===== config.mk =====
export PLATFORM = sky130hd
export DESIGN_NAME = hit_penalty_controller
export DESIGN_NICKNAME = d
export VERILOG_FILES = /design/src/rtl/game_pkg.sv /design/src/rtl/player_penalty_fsm.sv /design/src/rtl/hit_penalty_controller.sv
export SDC_FILE = /design/constraint.sdc
export NUM_CORES = 1
export LEC_CHECK = 0
export CORE_ASPECT_RATIO = 0.5
export CORE_MARGIN = 2
export CORE_UTILIZATION = 56
export CTS_CLUSTER_SIZE = 40
export DETAILED_ROUTE_END_ITERATION = 8
export PLACE_DENSITY = 0.84
export SLEW_MARGIN = 20
export SYNTH_ARGS = -nofsm -noshare
export SYNTH_HDL_FRONTEND = slang
export SYNTH_HIERARCHICAL = 1
export SYNTH_SLANG_ARGS = --single-unit

===== constraint.sdc =====
create_clock -name clk -period 3.78 [get_ports clk]
set_input_delay 0.756 -clock clk [delete_from_list [all_inputs] [get_ports clk]]
set_output_delay 0.756 -clock clk [all_outputs]
set_load 0.1 [all_outputs]

===== src/rtl/game_pkg.sv =====
// Shared game definitions: character state codes, frame-state codes, winner codes
// and the internal FSM encodings of the penalty controller.
package game_pkg;

  localparam int unsigned STUN_W  = 6;
  localparam int unsigned ROUND_W = 12;

  // Character FSM states (S_STUN is forced by the stunned outputs)
  typedef enum logic [2:0] {
    S_IDLE   = 3'd0,
    S_WALK   = 3'd1,
    S_ATTACK = 3'd2,
    S_BLOCK  = 3'd3,
    S_STUN   = 3'd4
  } char_state_t;

  // Frame states reported by the collision checker (2'b11 behaves as S_NOHIT)
  typedef enum logic [1:0] {
    S_NOHIT     = 2'b00,
    S_HITSTUN   = 2'b01,
    S_BLOCKSTUN = 2'b10
  } frame_state_t;

  typedef enum logic [1:0] {
    WIN_NONE  = 2'b00,
    WIN_CHAR1 = 2'b01,
    WIN_CHAR2 = 2'b10,
    WIN_DRAW  = 2'b11
  } winner_t;

  typedef enum logic [1:0] {
    P_ACTIVE    = 2'd0,
    P_HITSTUN   = 2'd1,
    P_BLOCKSTUN = 2'd2,
    P_KO        = 2'd3
  } player_state_t;

  typedef enum logic {
    T_RUNNING = 1'b0,
    T_OVER    = 1'b1
  } top_state_t;

  // True for every code that does not request a penalty
  function automatic logic is_nohit(input logic [1:0] fs);
    return (fs != S_HITSTUN) && (fs != S_BLOCKSTUN);
  endfunction

endpackage


===== src/rtl/player_penalty_fsm.sv =====
// Per-character penalty sequencer: NOHIT->HIT/BLOCK edge detection, stun frame
// countdown, health deduction with saturation at zero, and KO detection.
module player_penalty_fsm
  import game_pkg::*;
#(
  parameter int unsigned         HEALTH_W         = 3,
  parameter logic [HEALTH_W-1:0] HEALTH_MAX       = HEALTH_W'(3),
  parameter logic [HEALTH_W-1:0] HIT_DAMAGE       = HEALTH_W'(1),
  parameter logic [STUN_W-1:0]   HITSTUN_FRAMES   = STUN_W'(15),
  parameter logic [STUN_W-1:0]   BLOCKSTUN_FRAMES = STUN_W'(8)
) (
  input  logic                clk,
  input  logic                rst_n,
  input  logic                frame_tick,
  input  logic                round_start,
  input  logic                running,
  input  logic [1:0]          frame_state,
  output logic                stunned,
  output logic [HEALTH_W-1:0] health,
  output logic                hit,
  output logic                ko
);

  player_state_t       state;
  logic [1:0]          prev_state;
  logic [STUN_W-1:0]   stun_cnt;
  logic                accept_c;
  logic [HEALTH_W-1:0] health_dmg_c;

  // A penalty is taken only on a fresh edge while the player is free and the round is live
  assign accept_c = is_nohit(prev_state) && !is_nohit(frame_state) &&
                    running && (state == P_ACTIVE);

  // Health after one hit, saturating at zero
  assign health_dmg_c = (health > HIT_DAMAGE) ? (health - HIT_DAMAGE) : '0;

  // Player state, stun counter, health and pulse registers
  always_ff @(posedge clk or negedge rst_n) begin
    if (!rst_n) begin
      state      <= P_ACTIVE;
      prev_state <= S_NOHIT;
      stun_cnt   <= '0;
      health     <= HEALTH_MAX;
      stunned    <= 1'b0;
      hit        <= 1'b0;
      ko         <= 1'b0;
    end else if (round_start) begin
      state      <= P_ACTIVE;
      prev_state <= S_NOHIT;
      stun_cnt   <= '0;
      health     <= HEALTH_MAX;
      stunned    <= 1'b0;
      hit        <= 1'b0;
      ko         <= 1'b0;
    end else begin
      prev_state <= frame_state;
      hit        <= 1'b0;
      case (state)
        P_ACTIVE: begin
          if (accept_c) begin
            hit     <= 1'b1;
            stunned <= 1'b1;
            if (frame_state == S_HITSTUN) begin
              health <= health_dmg_c;
              if (health_dmg_c == '0) begin
                state <= P_KO;
                ko    <= 1'b1;
              end else begin
                state    <= P_HITSTUN;
                stun_cnt <= HITSTUN_FRAMES;
              end
            end else begin
              state    <= P_BLOCKSTUN;
              stun_cnt <= BLOCKSTUN_FRAMES;
            end
          end
        end
        P_HITSTUN, P_BLOCKSTUN: begin
          // Countdown freezes once the round is over
          if (running && frame_tick) begin
            if (stun_cnt == STUN_W'(1)) begin
              state    <= P_ACTIVE;
              stunned  <= 1'b0;
              stun_cnt <= '0;
            end else begin
              stun_cnt <= stun_cnt - STUN_W'(1);
            end
          end
        end
        default: begin
          // KO holds stunned high until the next round
        end
      endcase
    end
  end

endmodule


===== src/rtl/hit_penalty_controller.sv =====
// Hit penalty controller: two player penalty sequencers, the RUNNING/OVER round
// FSM and winner resolution. Optional round timer enabled by ROUND_TIMER_EN.
module hit_penalty_controller
  import game_pkg::*;
#(
  parameter int unsigned         HEALTH_W         = 3,
  parameter logic [HEALTH_W-1:0] HEALTH_MAX       = HEALTH_W'(3),
  parameter logic [HEALTH_W-1:0] HIT_DAMAGE       = HEALTH_W'(1),
  parameter logic [STUN_W-1:0]   HITSTUN_FRAMES   = STUN_W'(15),
  parameter logic [STUN_W-1:0]   BLOCKSTUN_FRAMES = STUN_W'(8)
`ifdef ROUND_TIMER_EN
  ,
  parameter logic [ROUND_W-1:0]  ROUND_FRAMES     = ROUND_W'(3600)
`endif
) (
  input  logic                clk,
  input  logic                rst_n,
  input  logic                frame_tick,
  input  logic                round_start,
  input  logic [1:0]          char1_frame_state,
  input  logic [1:0]          char2_frame_state,
  output logic                char1_stunned,
  output logic                char2_stunned,
  output logic [HEALTH_W-1:0] char1_health,
  output logic [HEALTH_W-1:0] char2_health,
  output logic [1:0]          hit_pulse,
  output logic                game_over,
  output logic [1:0]          winner,
  output logic [ROUND_W-1:0]  round_frames_left
);

  top_state_t state;
  logic       running;
  logic       hit1;
  logic       hit2;
  logic       ko1;
  logic       ko2;

  assign running   = (state == T_RUNNING);
  assign hit_pulse = {hit2, hit1};

  player_penalty_fsm #(
    .HEALTH_W         (HEALTH_W),
    .HEALTH_MAX       (HEALTH_MAX),
    .HIT_DAMAGE       (HIT_DAMAGE),
    .HITSTUN_FRAMES   (HITSTUN_FRAMES),
    .BLOCKSTUN_FRAMES (BLOCKSTUN_FRAMES)
  ) u_char1 (
    .clk         (clk),
    .rst_n       (rst_n),
    .frame_tick  (frame_tick),
    .round_start (round_start),
    .running     (running),
    .frame_state (char1_frame_state),
    .stunned     (char1_stunned),
    .health      (char1_health),
    .hit         (hit1),
    .ko          (ko1)
  );

  player_penalty_fsm #(
    .HEALTH_W         (HEALTH_W),
    .HEALTH_MAX       (HEALTH_MAX),
    .HIT_DAMAGE       (HIT_DAMAGE),
    .HITSTUN_FRAMES   (HITSTUN_FRAMES),
    .BLOCKSTUN_FRAMES (BLOCKSTUN_FRAMES)
  ) u_char2 (
    .clk         (clk),
    .rst_n       (rst_n),
    .frame_tick  (frame_tick),
    .round_start (round_start),
    .running     (running),
    .frame_state (char2_frame_state),
    .stunned     (char2_stunned),
    .health      (char2_health),
    .hit         (hit2),
    .ko          (ko2)
  );

`ifdef ROUND_TIMER_EN
  logic [ROUND_W-1:0] timer;
  assign round_frames_left = timer;
`else
  assign round_frames_left = '0;
`endif

  // Round FSM: KO (or timeout) ends the round, only round_start reopens it
  always_ff @(posedge clk or negedge rst_n) begin
    if (!rst_n) begin
      state     <= T_RUNNING;
      game_over <= 1'b0;
      winner    <= WIN_NONE;
`ifdef ROUND_TIMER_EN
      timer     <= ROUND_FRAMES;
`endif
    end else if (round_start) begin
      state     <= T_RUNNING;
      game_over <= 1'b0;
      winner    <= WIN_NONE;
`ifdef ROUND_TIMER_EN
      timer     <= ROUND_FRAMES;
`endif
    end else if (state == T_RUNNING) begin
      if (ko1 || ko2) begin
        // The surviving player wins; a double KO is a draw
        state     <= T_OVER;
        game_over <= 1'b1;
        if (ko1 && ko2)  winner <= WIN_DRAW;
        else if (ko1)    winner <= WIN_CHAR2;
        else             winner <= WIN_CHAR1;
      end
`ifdef ROUND_TIMER_EN
      else if (frame_tick && (timer != '0)) begin
        timer <= timer - ROUND_W'(1);
        if (timer == ROUND_W'(1)) begin
          state     <= T_OVER;
          game_over <= 1'b1;
          if (char1_health > char2_health)      winner <= WIN_CHAR1;
          else if (char2_health > char1_health) winner <= WIN_CHAR2;
          else                                  winner <= WIN_DRAW;
        end
      end
`endif
    end
  end

endmodule


==> impl_metrics.py <==
metrics = {
    "synth": {
        "synthMuxAreaShare": 0.0195,
        "async_reset_ff_frac": 1.00,
        "yosys.area_share.simple": 0.195,
        "ys.flop_type": "dfrtp_1",
        "ys_ff_latch": 36,
        "synth_compound_area_frac": 0.181,
        "synth_top_family_by_area": "simple AND/OR/NAND/NOR gates",
        "yosys.area_share.adder": 0.0689,
        "syn_area_sq_mm": 0.00218,
        "synthDistinctLibCells": 39,
        "yosysTopAreaCell": "dfrtp_1",
        "synth_top_area_frac": 0.367,
        "avgSynthCellArea_sq_um": 9.31,
        "ys.warnings.count": 6,
        "yosys-top-cells-area": "dfrtp_1 (37%), ha_1 (6.9%), buf_4 (5.5%), dfstp_2 (4.8%), a22o_1 (3.6%)",
        "ys_seq_area_frac": 0.416,
        "synth_xor_area_frac": 0.0161,
        "post-synth-top-count-cell": "dfrtp_1",
        "yosys-top-cells-count": "dfrtp_1 (32), inv_1 (19), nor2_1 (19)",
        "syn-instance-count": 234,
        "synth_edf_count": 0,
    },
    "worst_setup_path": {
        "critPathKind": "reg -> out",
        "arrival_ns": 2.04,
        "max_stage_delay_ns": 1.16,
        "critPathRequiredTime_ns": 3.02,
        "ff2ff_path_depth": 8,
        "path_cells": "clkdlybuf4s50_1",
        "worst_path_max_delay_cell": "clkdlybuf4s50_1",
        "r2r-start": "u_char2/health[0]$_DFFE_PN1P_",
        "startpoint": "u_char2/health[0]$_DFFE_PN1P_",
        "crit_buf_inv": 1,
        "timing.reg2reg.setup_slack_ns": 1.47,
        "cp_max_fo": 7,
        "start_kind": "register",
        "rr_endpoint": "u_char2/stun_cnt[0]$_DFFE_PN0P_",
        "cp_top_family": "buffers and inverters",
        "endpoint_kind": "output port",
    },
    "finish": {
        "nets": 273,
        "n_antenna_cell": 0,
        "final_cell_area_sq_mm": 0.00247,
        "syn2layout_area_growth_pct": 13.1,
        "drive_above_1_share": 0.0709,
    },
    "hold_path": {
        "hp-start": "u_char2/state[0]$_DFFE_PN0P_",
        "whs_path_depth": 1,
        "hold-path-endpoint": "u_char2/state[0]$_DFFE_PN0P_",
        "hold_path.class": "reg -> reg",
    },
    "power_and_ir_drop": {
        "switchingPower_uw": 472,
        "intPower_uw": 727,
        "powerDensity_mw_per_mm2": 486,
        "peakVddDrop_uv": 257,
        "clkPwrFrac": 0.242,
        "power_uw": 1200,
        "seq_power_share": 0.390,
        "p_leak_uw": 0.00118,
        "swShare": 0.394,
        "combPwrFrac": 0.368,
    },
    "clock_network": {
        "hold_buffers": 0,
        "htree_levels": 2,
        "clk_latency_ns": 0.29,
        "clockBufferDepth": 2,
        "numCtsBuffers": 5,
        "cts_resized": 0,
        "post_cts_buffers": 0,
        "ctsRootBufferMaster": "clkbuf_8",
        "cts_sinks": 36,
        "cts_tree": "yes",
        "cts.reportedPaths.clkPinSlew_ns": 0.07,
    },
    "die": {
        "start_util": 0.608,
        "die_width_um": 92.2,
        "core_area_sq_mm": 0.00358,
        "dieArea_sq_mm": 0.00444,
        "num_rows": 15,
        "die_y_um": 48.1,
        "io_pins": 33,
    },
    "sta": {
        "max_freq_mhz": 358,
        "skew_ns": 0.00611,
        "fin_setup_tns_ns": 0,
        "hold_viol": 0,
        "min_period_ns": 2.80,
        "max_slew_margin": 0.346,
        "setup_viol": 0,
        "tightest_slew_ns": 0.978,
        "slew_violations": 0,
        "finalCritPeriodShare": 0.740,
        "grt_setup_unrepaired": "false",
    },
    "global_routing": {
        "antenna_found_initial": 0,
        "grt_pass1_vias": 1661,
        "grt_overflow": 0,
        "grt_max_degree": 37,
        "grt_usage": 0.213,
        "grt_pass1_wl_um": 7200,
    },
    "routing": {
        "num_vias": 1751,
        "ant_nets": 0,
        "first_pass_iters": 5,
        "drtIter0Drc": 122,
        "wire_per_inst_um": 13.7,
        "drt-total-wl_um": 4170,
        "drcViolationCount": 0,
        "avgViaCountPerCell": 5.74,
    },
    "placement": {
        "place_congestion": 0.850,
        "place_area_sq_mm": 0.00237,
        "dp_hpwl_um": 2930,
        "numPortBuffers": 20,
    },
    "job": {
        "maxCapViolations": 0,
    },
    "outcome": {
        "status": "finished clean",
    },
}
layout by cell type, fill, tap and decap left out, types with 3 or more instances in the layout:
master	instances
nor3_1	9
o21bai_1	3
dfstp_2	4
nand2b_1	3
a32o_1	4
a211o_1	6
a21oi_1	11
conb_1	12
clkbuf_8	6
o21ai_0	6
nor4_1	4
clkdlybuf4s50_1	20
inv_1	19
a22o_1	9
ha_1	12
nor2b_1	8
o22ai_1	5
dfrtp_1	32
nor3b_1	4
nand2_1	16
nor2_1	19
buf_4	5
cells by family after synthesis:
kind of cell	after synthesis
AO/OA/AOI/OAI	54
XOR/XNOR	4
adder cells (fa/ha/maj)	12
buffers and inverters	43
flip-flops	36
multiplexers	4
other	1
AND/OR/NAND/NOR	80
through the flow:
stage | worst slack (ns) | util | hold slack (ns) | instances
global route | 0.860 | 0.688 | 0.520 | 305
detailed placement | 0.784 | 0.662 | 0.482 | 297
finish | 0.984 | 0.688 | 0.501 | 305
global placement | 0.859 | 0.662 | 0.473 | 297
floorplan | 1.11 | - | 0.460 | 245
CTS | 0.976 | 0.688 | 0.500 | 305
how the worst max path moves through the flow:
stage	end	slack (ns)	depth (start not counted)
after CTS	char2_health[0]	0.98	1
final	char2_health[0]	0.98	1
after global placement	u_char1/stun_cnt[0]$_DFFE_PN0P_	0.86	8
after detailed placement	u_char1/stun_cnt[0]$_DFFE_PN0P_	0.78	8
after floorplan	u_char1/stun_cnt[0]$_DFFE_PN0P_	1.11	8
after global routing	u_char1/stun_cnt[0]$_DFFE_PN0P_	0.86	8
layout make-up:
type	count	area, sq um
clock buffer	7	86.3
clock inverter	1	7.51
fill	271	1120
inverter	19	71.3
multi-input combinational	166	1090
sequential	36	906
tap	51	63.8
timing repair buffer	25	238
power groups by stage:
stage | combinational [uW] | clock (uW) | sequential [uW]
global route | 479 | 316 | 475
global placement | 425 | 0 | 473
floorplan | 305 | 0 | 523
detailed placement | 435 | 0 | 474
finish | 441 | 290 | 468
CTS | 437 | 297 | 467
layer usage:
layer | vias to the layer above | GRT usage | wire, um
li1 | 834 | - | -
met1 | 829 | 0.250 | 1890
met2 | 82 | 0.376 | 2000
met3 | 6 | 0.0773 | 248
met4 | 0 | 0.0925 | 39
met5 | - | 0 | 0
sequential cells by signal (all words and copies together), names as in the netlist:
register / count
u_char1/stun_cnt: 6
u_char2/stun_cnt: 6
u_char1/health: 3
u_char2/health: 3
u_char1/prev_state: 2
u_char1/state: 2
u_char2/prev_state: 2
u_char2/state: 2
winner: 2
game_over: 1
state: 1
u_char1/hit: 1
u_char1/ko: 1
u_char1/stunned: 1
u_char2/hit: 1
u_char2/ko: 1
u_char2/stunned: 1
No activity file was read; power rests on OpenSTA's default activity.
